<file path="src/rtl/ct_lsu_dcache_tag_ctrl.sv">
// LSU-side controller for the 2-way L1 dcache tag SRAM.
// Arbitrates LSU tag accesses against the invalidate-all sweep.
module ct_lsu_dcache_tag_ctrl #(
    parameter int IDX_W       = 9,
    parameter int WAY_W       = 26,
    parameter int INIT_ON_RST = 1
) (
    input  logic                 forever_cpuclk,
    input  logic                 cpurst,
    input  logic                 cp0_lsu_dcache_inv_req,
    output logic                 cp0_lsu_dcache_inv_done,
    input  logic                 lsu_req_vld,
    output logic                 lsu_req_ready,
    input  logic                 lsu_req_wr,
    input  logic [IDX_W-1:0]     lsu_req_idx,
    input  logic [1:0]           lsu_req_way_wen,
    input  logic [2*WAY_W-1:0]   lsu_req_din,
    output logic                 lsu_rd_vld,
    output logic [2*WAY_W-1:0]   lsu_rd_data,
    output logic [8:0]           tag_idx,
    output logic [2*WAY_W-1:0]   tag_din,
    output logic                 tag_sel_b,
    output logic                 tag_gwen_b,
    output logic [1:0]           tag_wen_b,
    output logic                 tag_gateclk_en,
    input  logic [2*WAY_W-1:0]   tag_dout
);

    localparam int DW = 2 * WAY_W;

    typedef enum logic [1:0] {
        S_IDLE,
        S_INV,
        S_DONE
    } state_t;

    state_t             r_state;
    state_t             w_state_nxt;
    logic [IDX_W-1:0]   r_cnt;
    logic [IDX_W-1:0]   w_cnt_nxt;
    logic               r_init_pend;
    logic               r_rd_p1;
    logic               r_rd_vld;
    logic [DW-1:0]      r_rd_data;

    logic               w_ready;
    logic               w_acc;
    logic               w_rd_en;
    logic               w_wr_en;
    logic [IDX_W-1:0]   w_idx;

    // The sweep wins over any LSU request in the cycle it is requested.
    assign w_ready = (r_state == S_IDLE) & ~cp0_lsu_dcache_inv_req
                   & ~r_init_pend;
    assign w_acc   = lsu_req_vld & w_ready;
    assign w_rd_en = w_acc & ~lsu_req_wr;
    assign w_wr_en = w_acc & lsu_req_wr & (|lsu_req_way_wen);

    // State, sweep counter and post-reset sweep request.
    always_ff @(posedge forever_cpuclk or posedge cpurst) begin
        if (cpurst) begin
            r_state     <= S_IDLE;
            r_cnt       <= '0;
            r_init_pend <= (INIT_ON_RST != 0);
        end else begin
            r_state     <= w_state_nxt;
            r_cnt       <= w_cnt_nxt;
            r_init_pend <= 1'b0;
        end
    end

    // Next-state logic for the invalidate sweep.
    always_comb begin
        w_state_nxt = r_state;
        w_cnt_nxt   = r_cnt;
        unique case (r_state)
            S_IDLE: begin
                if (cp0_lsu_dcache_inv_req | r_init_pend) begin
                    w_state_nxt = S_INV;
                end
            end
            S_INV: begin
                w_cnt_nxt = r_cnt + 1'b1;
                if (&r_cnt) begin
                    w_state_nxt = S_DONE;
                end
            end
            S_DONE: begin
                w_state_nxt = S_IDLE;
            end
            default: begin
                w_state_nxt = S_IDLE;
            end
        endcase
    end

    // SRAM control: sweep writes zeros, otherwise pass the accepted access.
    always_comb begin
        tag_sel_b  = 1'b1;
        tag_gwen_b = 1'b1;
        tag_wen_b  = 2'b11;
        tag_din    = '0;
        w_idx      = '0;
        if (r_state == S_INV) begin
            tag_sel_b  = 1'b0;
            tag_gwen_b = 1'b0;
            tag_wen_b  = 2'b00;
            w_idx      = r_cnt;
        end else if (w_wr_en) begin
            tag_sel_b  = 1'b0;
            tag_gwen_b = 1'b0;
            tag_wen_b  = ~lsu_req_way_wen;
            tag_din    = lsu_req_din;
            w_idx      = lsu_req_idx;
        end else if (w_rd_en) begin
            tag_sel_b  = 1'b0;
            w_idx      = lsu_req_idx;
        end
    end

    // Read return pipe: SRAM data is captured one cycle after the access.
    always_ff @(posedge forever_cpuclk or posedge cpurst) begin
        if (cpurst) begin
            r_rd_p1   <= 1'b0;
            r_rd_vld  <= 1'b0;
            r_rd_data <= '0;
        end else begin
            r_rd_p1  <= w_rd_en;
            r_rd_vld <= r_rd_p1;
            if (r_rd_p1) begin
                r_rd_data <= tag_dout;
            end
        end
    end

    assign tag_idx                 = 9'(w_idx);
    assign tag_gateclk_en          = ~tag_sel_b | r_rd_p1;
    assign lsu_req_ready           = w_ready;
    assign lsu_rd_vld              = r_rd_vld;
    assign lsu_rd_data             = r_rd_data;
    assign cp0_lsu_dcache_inv_done = (r_state == S_DONE);

endmodule

</file>
<file path="config.mk">
export PLATFORM = sky130hd
export DESIGN_NAME = ct_lsu_dcache_tag_ctrl
export DESIGN_NICKNAME = d
export VERILOG_FILES = /design/src/rtl/ct_lsu_dcache_tag_ctrl.sv
export SDC_FILE = /design/constraint.sdc
export NUM_CORES = 1
export LEC_CHECK = 0
export ABC_AREA = 1
export CELL_PAD_IN_SITES_DETAIL_PLACEMENT = 0
export CELL_PAD_IN_SITES_GLOBAL_PLACEMENT = 2
export CORE_MARGIN = 5
export CORE_UTILIZATION = 20
export DETAILED_ROUTE_END_ITERATION = 16
export PLACE_DENSITY = 0.95
export RECOVER_POWER = 100
export SLEW_MARGIN = 20
export SYNTH_ARGS = -nofsm -noshare
export SYNTH_HDL_FRONTEND = slang
export SYNTH_SLANG_ARGS = --single-unit
export TNS_END_PERCENT = 20
</file>
<file path="constraint.sdc">
create_clock -name forever_cpuclk -period 3.67 [get_ports forever_cpuclk]
set_input_delay 0.5505 -clock forever_cpuclk [delete_from_list [all_inputs] [get_ports forever_cpuclk]]
set_output_delay 0.5505 -clock forever_cpuclk [all_outputs]
set_load 0.005 [all_outputs]
</file>
==> flow_summary.toml <==
[outcome]
status = "complete, but fails checks"
failed_checks = "capacitance limit, slew limit"

[synth]
syn_nets = 530
synth_area_leaders = "dfrtp_1 (46%), nand2_1 (22%), nor3b_2 (12%), buf_6 (2.9%), nor3_2 (2.3%)"
async_reset_ff_frac = 1.00
syn_avg_cell_area_um2 = 8.67
synth_cells = 408
yosysSeqAreaShare = 0.467
synth_area_um2 = 3540
synth_most_common_cell = "nand2_1"
synth_edf_count = 0
synth.distinct_cells = 32
synthTopCellsByCount = "nand2_1 (206), dfrtp_1 (65), nor3b_2 (35)"
yosys_warnings = 0
synth_flop_cell = "dfrtp_1"
synth_seq_cells = 66
synth_top_area_frac = 0.460
synth_area_leader_cell = "dfrtp_1"

[drt]
vias_per_cell = 4.00
vias = 3482
drc_errors = 0
wl_per_cell_um = 14.7
ant_nets = 0
drt_iter0_drc = 122
drt_wl_total_um = 12800
first_pass_iters = 4

[place]
hpwlAfterDp_um = 9740
dpl_worst_slack_ns = 0.468
io_buffer_count = 240
place_area_um2 = 6120
routabilityCongestion = 0.747
dp_cells = 857

[die]
dieArea_um2 = 20400
core_um2 = 17300
die_y_um = 143
initial_core_util = 0.204
dieWidth_um = 143
io_pins = 241
rows = 48

[timing]
worst_pin_slew_ns = 2.39
fin_ws_ns = 0.322
final.min_clock_period_ns = 3.35
final.period_utilization = 0.912
fin_skew_ns = 0.00596
hold_ws_ns = 0.460
hold_viol_final = 0
fmax_mhz = 299
rsz0062_at_grt = "no"
slew_viol_final = 95
finalSetupViolCount = 0
tns_ns = 0
slew_headroom = -0.591

[clocking]
cts_hold_buffers = 0
cts_resized = 0
cts-root-buf = "clkbuf_16"
clock_latency_ns = 0.33
htree_levels = 3
numCtsBuffers = 9
tritoncts = "built"
clk_pin_slew_ns = 0.05
cts.path.max_buffers = 2
cts_setup_buffers = 0
clock-sinks = 66

[finish]
diodes = 0
areaGrowthSynthToFinish_pct = 76.5
drive_gt1_frac = 0.0774
post-route-util = 0.361
stdcell_count = 871
nets = 765
fin_area_um2 = 6240

[grt]
grt_pass1_wl_um = 19200
grt_pass1_vias = 3484
grt_usage = 0.121
grt_max_degree = 54
antenna_found_initial = 0
globalRouteOverflowTotal = 0

[power_and_ir_drop]
irDropWorstVdd_uv = 150
power_switching_uw = 360
p_sw_frac = 0.215
cellLeakagePower_nw = 2.43
p_per_area_nw_per_um2 = 268
intPower_mw = 1.31
combPwrFrac = 0.103
p_total_mw = 1.67
clockPowerShare = 0.461
seqPwrFrac = 0.436

[setup_path]
cp_slowest_cell = "dlygate4sd3_1"
critPathMaxStageDelay_ns = 0.58
crit_type = "input port to primary output"
cp_cell_sequence = "clkdlybuf4s50_1 -> nor2_1 -> nand2_2 -> nor2_1 -> o211ai_1 -> nand2_1 -> dlygate4sd3_1"
crit_top_cell = "nor2_1"
cp_top_family = "simple AND/OR/NAND/NOR gates"
crit_fanout = 10
endpoint_kind = "primary output"
worstPathArrival_ns = 2.80
cp-start-kind = "input port"
worstPathRequired_ns = 3.12
critPathBufInv = 2

[worst_hold_path]
hold_class = "flop to flop"

[job]
drv_cap = 2
==> worst min-delay path, stage by stage, from the launching register on <==
cell,delay (ns)
dfrtp_1,0.33
nand2_1,0.05
nand2_1,0.04
==> final timing paths <==
kind	from	to	slack, ns	cells after the start
max	cp0_lsu_dcache_inv_req	tag_idx[8]	0.32	7
min	lsu_rd_data[20]	lsu_rd_data[20]	0.46	2
max reg2reg	r_rd_p1	lsu_rd_data[47]	1.16	3
min reg2reg	lsu_rd_data[20]	lsu_rd_data[20]	0.46	2
max in group asynchronous	cpurst	lsu_rd_data[49]	1.01	3
min in group asynchronous	cpurst	lsu_rd_data[15]	1.14	2
==> per-layer routing <==
metal / share of wire / up-vias / wire length, µm / GRT usage
met5: 0 / - / 0 / 0
met3: 0.15 / 17 / 1880 / 0.0586
met1: 0.38 / 1530 / 4880 / 0.136
li1: - / 1763 / - / -
met2: 0.46 / 172 / 5870 / 0.200
met4: 0.017 / 0 / 216 / 0.0450
==> cell type report <==
| class | count | area (µm²) |
|---|---|---|
| clock buffers | 11 | 243 |
| clock inverters | 3 | 17.5 |
| fillers | 1833 | 11100 |
| inverters | 14 | 52.6 |
| multi-input cells | 303 | 1540 |
| flip-flops and latches | 66 | 1650 |
| well taps | 225 | 282 |
| repair buffers | 249 | 2460 |
==> layout by cell type (no fill, tap or decap), types with 6 or more instances in the layout <==
master / count
nand2_1: 208
clkdlybuf4s50_1: 150
dlygate4sd3_1: 90
dfrtp_1: 64
nor3b_1: 21
nor3b_2: 16
inv_1: 12
nor2_1: 10
o211ai_1: 9
clkbuf_16: 9
nor3_2: 8
nor3_1: 7
nand3_1: 6
==> power groups by stage <==
stage / combinational, mW / sequential (mW) / clock, mW
floorplan: 0.0436 / 0.742 / 0
global placement: 0.179 / 0.742 / 0
detailed placement: 0.180 / 0.742 / 0
CTS: 0.181 / 0.730 / 0.804
global route: 0.185 / 0.729 / 0.831
finish: 0.172 / 0.729 / 0.772
==> registers in the layout, summed over array words and instances, names as in the netlist <==
name,cells
r_cnt,9
r_state,2
lsu_rd_vld,1
r_init_pend,1
r_rd_p1,1
lsu_rd_data,52
==> cells by family after synthesis <==
family | Yosys count | synth area share
AOI/OAI and AO/OA | 14 | 0.0272
DFF | 66 | 0.467
and+or+nand+nor | 282 | 0.422
adders and majority gates | 2 | 0.00708
buffers and inverters | 39 | 0.0651
other | 1 | 0.00106
xor gates and xnor gates | 4 | 0.00991
(Power assumes the default switching activity.)
